==> config.mk <==
export PLATFORM = sky130hd
export DESIGN_NAME = uart_rx_router
export DESIGN_NICKNAME = d
export VERILOG_FILES = /design/src/rtl/uart_pkg.sv /design/src/rtl/uart_bit_timer.sv /design/src/rtl/uart_rx_router.sv
export SDC_FILE = /design/constraint.sdc
export NUM_CORES = 1
export LEC_CHECK = 0
export CAP_MARGIN = 10
export CORE_ASPECT_RATIO = 1.1
export CORE_UTILIZATION = 65
export DETAILED_ROUTE_END_ITERATION = 8
export DONT_BUFFER_PORTS = 1
export MAX_ROUTING_LAYER = met4
export PLACE_DENSITY = 0.86
export SYNTH_ARGS = -nofsm -noshare
export SYNTH_HDL_FRONTEND = slang
export SYNTH_SLANG_ARGS = --single-unit
==> constraint.sdc <==
create_clock -name clk -period 2.97 [get_ports clk]
set_input_delay 0.594 -clock clk [delete_from_list [all_inputs] [get_ports clk]]
set_output_delay 0.594 -clock clk [all_outputs]
set_load 0.02 [all_outputs]
==> src/rtl/uart_pkg.sv <==
// Shared definitions for the UART receive path: parity encodings,
// receiver FSM states and the bit-period helper.
package uart_pkg;

  localparam int PARITY_NONE = 0;
  localparam int PARITY_EVEN = 1;
  localparam int PARITY_ODD  = 2;

  typedef enum logic [2:0] {
    ST_IDLE,
    ST_START,
    ST_DATA,
    ST_PARITY,
    ST_STOP,
    ST_BREAK
  } rx_state_t;

  // Clocks per bit, rounded to nearest.
  function automatic int clks_per_bit(input int freq, input int baud);
    return (freq + baud / 2) / baud;
  endfunction

endpackage

==> src/rtl/uart_bit_timer.sv <==
// Loadable bit-period down-counter. tick is high during the last cycle of a
// period; on that edge the counter reloads a full bit period, so ticks recur
// every CLKS_PER_BIT cycles after the first (load_value cycles after load).
module uart_bit_timer #(
  parameter int CLKS_PER_BIT = 16,
  parameter int WIDTH        = $clog2(CLKS_PER_BIT + 1)
) (
  input  logic             clk,
  input  logic             rst_n,
  input  logic             load,
  input  logic [WIDTH-1:0] load_value,
  output logic             tick
);

  localparam logic [WIDTH-1:0] RELOAD = WIDTH'(CLKS_PER_BIT);
  localparam logic [WIDTH-1:0] LAST   = WIDTH'(1);

  logic [WIDTH-1:0] count;

  assign tick = (count == LAST) && !load;

  // Counter: load wins, reload on terminal count, park at zero after reset.
  always_ff @(posedge clk or negedge rst_n) begin
    if (!rst_n) begin
      count <= '0;
    end else if (load) begin
      count <= load_value;
    end else if (count == LAST) begin
      count <= RELOAD;
    end else if (count != '0) begin
      count <= count - 1'b1;
    end
  end

endmodule

==> src/rtl/uart_rx_router.sv <==
// UART receiver feeding CHANNELS byte sinks. The destination is captured when
// the start bit is confirmed; a good frame strobes exactly one data_valid bit.
//
// state    | meaning
// ---------+------------------------------------------------------------
// IDLE     | line idle, waiting for a falling edge on rxs
// START    | half-bit wait, then confirm start bit is still low
// DATA     | sample DATA_BITS data bits at mid-bit, LSB first
// PARITY   | sample the parity bit
// STOP     | sample stop bit, emit valid / framing / parity strobe
// BREAK    | stop bit was low; wait for the line to return high
module uart_rx_router
  import uart_pkg::*;
#(
  parameter int CLK_FREQUENCY_HZ = 25_175_000,
  parameter int BAUD_RATE        = 9600,
  parameter int CHANNELS         = 2,
  parameter int DATA_BITS        = 8,
  parameter int PARITY           = 0
) (
  input  logic                                             clk,
  input  logic                                             rst_n,
  input  logic                                             rx,
  input  logic [((CHANNELS > 1) ? $clog2(CHANNELS) : 1)-1:0] channel_select,
  output logic [DATA_BITS-1:0]                             data,
  output logic [CHANNELS-1:0]                              data_valid,
  output logic                                             framing_error,
  output logic                                             parity_error,
  output logic                                             busy
);

  localparam int CPB   = clks_per_bit(CLK_FREQUENCY_HZ, BAUD_RATE);
  localparam int TW    = $clog2(CPB + 1);
  localparam int SEL_W = (CHANNELS > 1) ? $clog2(CHANNELS) : 1;
  localparam int BW    = $clog2(DATA_BITS + 1);

  rx_state_t            state, state_next;
  logic                 rx_meta, rxs, rxs_d;
  logic                 timer_load, tick;
  logic [DATA_BITS-1:0] shift_q, shift_next;
  logic [BW-1:0]        bit_cnt_q, bit_cnt_next;
  logic [SEL_W-1:0]     sel_q, sel_next;
  logic                 par_q, par_next;
  logic                 parity_ok;
  logic [DATA_BITS-1:0] data_next;
  logic [CHANNELS-1:0]  valid_next;
  logic                 fe_next, pe_next, busy_next;

  uart_bit_timer #(
    .CLKS_PER_BIT(CPB),
    .WIDTH       (TW)
  ) u_timer (
    .clk       (clk),
    .rst_n     (rst_n),
    .load      (timer_load),
    .load_value(TW'(CPB / 2)),
    .tick      (tick)
  );

  // Two-flop synchroniser plus one delayed copy for falling-edge detection.
  always_ff @(posedge clk or negedge rst_n) begin
    if (!rst_n) begin
      rx_meta <= 1'b1;
      rxs     <= 1'b1;
      rxs_d   <= 1'b1;
    end else begin
      rx_meta <= rx;
      rxs     <= rx_meta;
      rxs_d   <= rxs;
    end
  end

  // Parity check over the received word and the stored parity bit.
  always_comb begin
    parity_ok = 1'b1;
    if (PARITY == PARITY_EVEN) begin
      parity_ok = ((^shift_q) ^ par_q) == 1'b0;
    end else if (PARITY == PARITY_ODD) begin
      parity_ok = ((^shift_q) ^ par_q) == 1'b1;
    end
  end

  // FSM state, datapath registers and registered output strobes.
  always_ff @(posedge clk or negedge rst_n) begin
    if (!rst_n) begin
      state         <= ST_IDLE;
      shift_q       <= '0;
      bit_cnt_q     <= '0;
      sel_q         <= '0;
      par_q         <= 1'b0;
      data          <= '0;
      data_valid    <= '0;
      framing_error <= 1'b0;
      parity_error  <= 1'b0;
      busy          <= 1'b0;
    end else begin
      state         <= state_next;
      shift_q       <= shift_next;
      bit_cnt_q     <= bit_cnt_next;
      sel_q         <= sel_next;
      par_q         <= par_next;
      data          <= data_next;
      data_valid    <= valid_next;
      framing_error <= fe_next;
      parity_error  <= pe_next;
      busy          <= busy_next;
    end
  end

  // Next-state and next-output decode.
  always_comb begin
    state_next   = state;
    shift_next   = shift_q;
    bit_cnt_next = bit_cnt_q;
    sel_next     = sel_q;
    par_next     = par_q;
    data_next    = data;
    valid_next   = '0;
    fe_next      = 1'b0;
    pe_next      = 1'b0;
    timer_load   = 1'b0;

    case (state)
      ST_IDLE: begin
        if (!rxs && rxs_d) begin
          state_next = ST_START;
          timer_load = 1'b1;
        end
      end
      ST_START: begin
        if (tick) begin
          if (!rxs) begin
            state_next   = ST_DATA;
            sel_next     = channel_select;
            bit_cnt_next = '0;
          end else begin
            state_next = ST_IDLE;
          end
        end
      end
      ST_DATA: begin
        if (tick) begin
          shift_next = {rxs, shift_q[DATA_BITS-1:1]};
          if (bit_cnt_q == BW'(DATA_BITS - 1)) begin
            state_next = (PARITY != PARITY_NONE) ? ST_PARITY : ST_STOP;
          end else begin
            bit_cnt_next = bit_cnt_q + 1'b1;
          end
        end
      end
      ST_PARITY: begin
        if (tick) begin
          par_next   = rxs;
          state_next = ST_STOP;
        end
      end
      ST_STOP: begin
        if (tick) begin
          if (!rxs) begin
            fe_next    = 1'b1;
            state_next = ST_BREAK;
          end else if (!parity_ok) begin
            pe_next    = 1'b1;
            state_next = ST_IDLE;
          end else begin
            state_next = ST_IDLE;
            // Out-of-range destinations drop the frame without a strobe.
            if (int'(sel_q) < CHANNELS) begin
              data_next = shift_q;
              for (int i = 0; i < CHANNELS; i++) begin
                valid_next[i] = (int'(sel_q) == i);
              end
            end
          end
        end
      end
      ST_BREAK: begin
        if (rxs) begin
          state_next = ST_IDLE;
        end
      end
      default: state_next = ST_IDLE;
    endcase

    busy_next = !((state_next == ST_IDLE) || (state_next == ST_START));
  end

endmodule
# Word-level counts from Yosys, hierarchy flattened

Cells that the tools add are included.

Register bits after elaboration: 43
Bits in latches: 0
Bits in writable memories: 0
ROM bits: 0
Input bits: 4
Output and inout bits: 13
Word-level logic and storage cells: 69
Memories kept: 0

Add/subtract/negate cells: 2
$mul: 0
Divide/modulo/power cells: 0
Order comparisons: 0
Eq/ne operators: 12
Shift operators: 0
Muxes and demuxes: 26
Bitwise logic cells: 2
Reductions and logical operators: 15

Operators by type and width:

| kind                    | count |
|---|---|
| $mux W12                | 3 |
| $mux W3                 | 8 |
| $pmux W3 S6             | 1 |
| $mux W4                 | 4 |
| $eq A12 B1 Y1 const B   | 1 |
| $reduce_bool A12 Y1     | 1 |
| $sub A12 B1 Y12 const B | 1 |
| $mux W2                 | 4 |
| $ne A2 B2 Y1 const B    | 4 |
| $pmux W4 S2             | 1 |
| $eq A3 B1 Y1 const B    | 2 |
| $eq A3 B2 Y1 const B    | 2 |
| $eq A3 B3 Y1 const B    | 2 |
| $logic_not A3 Y1        | 2 |
| $reduce_and A3 Y1       | 2 |
| $mux W1                 | 5 |
| $reduce_and A5 Y1       | 1 |
| $add A4 B1 Y4 const B   | 1 |
| $eq A4 B3 Y1 const B    | 1 |
| $logic_not A1 Y1        | 3 |
| $reduce_bool A3 Y1      | 1 |
| $logic_and A1 B1 Y1     | 2 |
| $not A1 Y1              | 2 |
| $reduce_and A2 Y1       | 1 |
| 2 further kinds         | 2 |

# Depth between registers and ports, before layout

Word-level depth: 11
Mapped depth: 7
Mapped depth without buffers: 6

# Cells and area by module

From an unflattened synthesis, not the netlist that was laid out.

Cells, all modules: 198
Area, all modules: 2234.6 um^2

Modules (own cells, without submodules):

| module         | instances | cells each | area an instance (um^2) | seq. area each (um^2) |
|---|---|---|---|---|
| uart_rx_router | 1         | 106        | 1363.8                  | 779.5 |
| uart_bit_timer | 1         | 92         | 870.8                   | 300.3 |

# Worst setup path after synthesis

OpenSTA, ideal clock, no wires.

Kind: reg-to-reg
Start point: register u_timer.count[1]
End point: register bit_cnt_q[0]
Setup time: 125 ps
Arrival time: 1899 ps
Required time: 2845 ps
Slack: 946 ps
Cell stages (with the launch flop): 7
Path buffers: 0
Clock period less this slack: 2024 ps
Cells stage by stage: dfrtp_1 -> inv_1 -> ha_1 -> nor4b_2 -> nand3_2 -> or3_4 -> mux2_4

Longest elaborated chain between the ends: 4
Elaborated cells on any way between the ends: 5
Classes of those cells: eq/ne (3); reduce/logical (2)

Ends and longest elaborated chain:

| element                         | line                 | RTL |
|---|---|---|
| from (decl)                     | uart_bit_timer.sv:18 | `logic [WIDTH-1:0] count;` |
| from (signal assigned)          | uart_bit_timer.sv:27 | `count <= load_value;` |
| from (signal assigned)          | uart_bit_timer.sv:31 | `count <= count - 1'b1;` |
| $eq A12 B1 Y1 (*)               | uart_bit_timer.sv:20 | `assign tick = (count == LAST) && !load;` |
| $logic_and A1 B1 Y1 (*)         | uart_bit_timer.sv:20 |  |
| $ne A2 B2 Y1 (no line)          | --                   |  |
| $reduce_and A5 Y1 (no line) (*) | --                   |  |
| to (signal assigned)            | uart_rx_router.sv:99 | `bit_cnt_q <= bit_cnt_next;` |
| to (decl)                       | uart_rx_router.sv:41 | `logic [BW-1:0] bit_cnt_q, bit_cnt_next;` |

Every way passes the cells marked *; elsewhere a longest branch is shown, timed or not.
A chain may end at the register's enable or synchronous reset.

# Worst setup path in the final report

Start point: register u_timer.count[1]
End point: register data[4]

Longest elaborated chain between the ends: 3

Ends and longest elaborated chain:

| element                     | line                  | RTL |
|---|---|---|
| $eq A12 B1 Y1               | uart_bit_timer.sv:20  |  |
| $logic_and A1 B1 Y1         | uart_bit_timer.sv:20  |  |
| $reduce_and A3 Y1 (no line) | --                    |  |
| to (signal assigned)        | uart_rx_router.sv:102 | `data <= data_next;` |
| to (decl)                   | uart_rx_router.sv:25  | `output logic [DATA_BITS-1:0] data,` |

Every way passes these cells.

==> qor.csv <==
metric,value,unit
synth.lib_cells_used.distinct,53,
synth_enable_flop_cells,0,
grt_start_max_net_pins,41,
routed_via_density,6.76,
drt.antenna.violating_nets,0,
routedWlPerCell,18.0,um
floorplan.initialDensity,0.711,
number_of_register_bits_inferred_by_synthesis,43,
via_count,1434,
slew-limit-headroom,0.581,
coreArea,2850,sq um
critical_path_fanout_max,9,
grt_antenna_before_repair,0,
clk_path_buf_depth,2,
worst_reg2reg_setup_slack,0.62,ns
grt_usage,0.266,
antenna_cells,0,
fp.dieH,60.6,um
synth_top_area_frac,0.494,
synth_warnings,0,
setup-violations-final,0,
utilization,0.753,
port-buffer-count,0,
num_rows,20,
min_path_type,input port to async pin,
drt_first_iter_violations,56,
totalNegativeSetupSlack,0,ns
timing.critical_path.arrival,2.59,ns
detail_route.drc_violations,0,
critPathCaptureType,register,
grt_overflow_total,0,
required_arrival_time_at_the_worst_endpoint,3.21,ns
flow.area_growth_from_synthesis,5.86,%
power_density,681,nW/um^2
routed_wirelength,3820,um
worst-slew-pin-transition,0.623,ns
cts_root_buf,sky130_fd_sc_hd__clkbuf_4,
achievable-frequency,0.425,GHz
firstDrtPassIters,4,
async_set_or_reset_flop_fraction_in_the_synthesized_netlist,1.00,
design.final.nets,186,
place.detailed.hpwl,2570,um
synth.top_cells.by_count,"sky130_fd_sc_hd__dfrtp_1 (40), sky130_fd_sc_hd__mux2_1 (14), sky130_fd_sc_hd__nand2_1 (11), sky130_fd_sc_hd__nor2_1 (11), sky130_fd_sc_hd__o21ai_0 (8)",
regToRegStartpoint,u_timer.count[1]$_DFFE_PN0P_,
max_cap_viol,0,
peakVddDrop,588,uV
syn_area_per_cell,11.5,sq um
r2r.worst_path.cells,6,
most_common_cell_in_the_synthesized_netlist,sky130_fd_sc_hd__dfrtp_1,
r2r-end,data[4]$_DFFE_PN0P_,
final-hold-violation-count,0,
critical_path_class,register to register,
cts_tree,done,
n_fill_cell,192,
die-width,55.3,um
cts-buffers-inserted,5,
start_kind,register,
synthesis.area,2030,sq um
gp_congestion,0.933,
first_pass_grt_wire_length,6390,um
clk_slew_on_worst_s_h_paths,0.12,ns
worstSkewPairLatency,0.35,ns
gates_resized_cts_repair,0,
synth-seq-area-share,0.532,
status,completed,
floorplan.die_area,3350,sq um
power.static_leakage,0.972,nW
cts_sinks,43,
cts_max_level,2,
fin_worst_skew,0.0157,ns
timing.final.crit_period,2.35,ns
post_synth_net_total,184,
drive_gt1_frac,0.140,
synthTopCellsByArea,"sky130_fd_sc_hd__dfrtp_1 (49%), sky130_fd_sc_hd__mux2_1 (7.8%), sky130_fd_sc_hd__dfstp_2 (3.9%), sky130_fd_sc_hd__ha_1 (2.5%), sky130_fd_sc_hd__nand2_1 (2.0%)",
io-pin-count,17,
grt_pass1_vias,1296,
setup_repair_after_global_routing_missed_its_margin,false,
synthCells,176,
min_period_over_period,0.793,
dominant_synthesized_flop_cell,sky130_fd_sc_hd__dfrtp_1,
synth.largest_area_cell,sky130_fd_sc_hd__dfrtp_1,
finalMaxSlewViolations,0,
worst max path at each step:
stage / startpoint / endpoint / slack (ns)
global route: u_timer.count[1]$_DFFE_PN0P_ / data[4]$_DFFE_PN0P_ / 0.44
global placement: u_timer.count[1]$_DFFE_PN0P_ / bit_cnt_q[0]$_DFFE_PN0P_ / 0.84
detailed placement: u_timer.count[1]$_DFFE_PN0P_ / shift_q[4]$_DFFE_PN0P_ / 0.70
finish: u_timer.count[1]$_DFFE_PN0P_ / data[4]$_DFFE_PN0P_ / 0.62
floorplan: u_timer.count[1]$_DFFE_PN0P_ / bit_cnt_q[0]$_DFFE_PN0P_ / 0.95
CTS: u_timer.count[1]$_DFFE_PN0P_ / shift_q[5]$_DFFE_PN0P_ / 0.67
logic make-up after synthesis:
group / Yosys count / share of synthesized area
multiplexers: 20 / 0.112
AND/OR/NAND/NOR: 64 / 0.192
adder cells (fa/ha/maj): 4 / 0.0247
XOR/XNOR: 4 / 0.0173
flip-flops: 43 / 0.532
other: 1 / 0.00185
buffers and inverters: 12 / 0.0253
AO/OA/AOI/OAI: 28 / 0.0950
through the flow:
step           hold slack (ns)  setup slack (ns)  power, mW  area, sq um  std cells
6_report                0.0641             0.615       1.46         2150        212
5_1_grt                 0.0386             0.443       1.54         2150        212
4_1_cts                 0.0595             0.670       1.46         2150        212
3_5_place_dp             0.299             0.696       1.07         2040        203
3_3_place_gp             0.299             0.840       1.05         2040        203
2_1_floorplan            0.298             0.946       1.00         2030        176
metal layers:
metal | routed length, um | vias up | part of all wire | track usage
li1 | - | 648 | - | -
met1 | 1730 | 734 | 0.45 | 0.342
met2 | 1870 | 42 | 0.49 | 0.417
met3 | 151 | 10 | 0.040 | 0.0512
met4 | 68 | 0 | 0.018 | 0.121
met5 | 0 | - | 0 | -
timing repair:
action / CTS / global route
setup buffers: 0 / 0
hold buffers: 1 / 0
endpoints found under the hold margin: 40 / 0
area by class of cell:
class / instances / area [sq um] / area share
inverter: 6 / 22.5 / 0.0105
timing repair buffer: 1 / 20.0 / 0.00932
clock buffer: 6 / 51.3 / 0.0239
clock inverter: 2 / 35.0 / 0.0163
sequential: 43 / 1080 / 0.503
multi-input combinational: 121 / 897 / 0.418
tap: 33 / 41.3 / 0.0192
sequential cells by signal, indices dropped and copies added, names as in the netlist, 2 cells and up:
name	cells
bit_cnt_q	4
data_valid	2
u_timer.count	12
data	8
shift_q	8
state	3
layout by cell type (no fill, tap or decap), drive strengths merged, types with 2 or more instances in the layout:
cell	instances
o211ai	3
clkbuf	6
nand2	13
inv	6
nor2	11
mux2	18
mux2i	2
a21oi	3
nand4b	2
or3	2
o21ai	8
xor2	3
nor4	3
dfrtp	40
nor3b	3
a211oi	2
ha	4
nand4	3
or4	3
o31ai	3
nand3	5
dfstp	3
nand2b	3
o311ai	3
and2	3
nor3	6
where the power goes:
| part | leakage, nW | switching [mW] | total, mW | internal, mW |
|---|---|---|---|---|
| Sequential | 0.559 | 0.136 | 0.799 | 0.663 |
| Clock | 0.0482 | 0.180 | 0.379 | 0.199 |
| Combinational | 0.364 | 0.155 | 0.284 | 0.129 |
worst max-delay path, cell delays in order, from the launching register on:
cell and delay, ns:
sky130_fd_sc_hd__dfrtp_1 0.44, sky130_fd_sc_hd__inv_1 0.12, sky130_fd_sc_hd__ha_1 0.17, sky130_fd_sc_hd__nor4b_2 0.43, sky130_fd_sc_hd__and3_1 0.48, sky130_fd_sc_hd__nand2_2 0.23, sky130_fd_sc_hd__mux2_1 0.38
(Power assumes the default switching activity.)
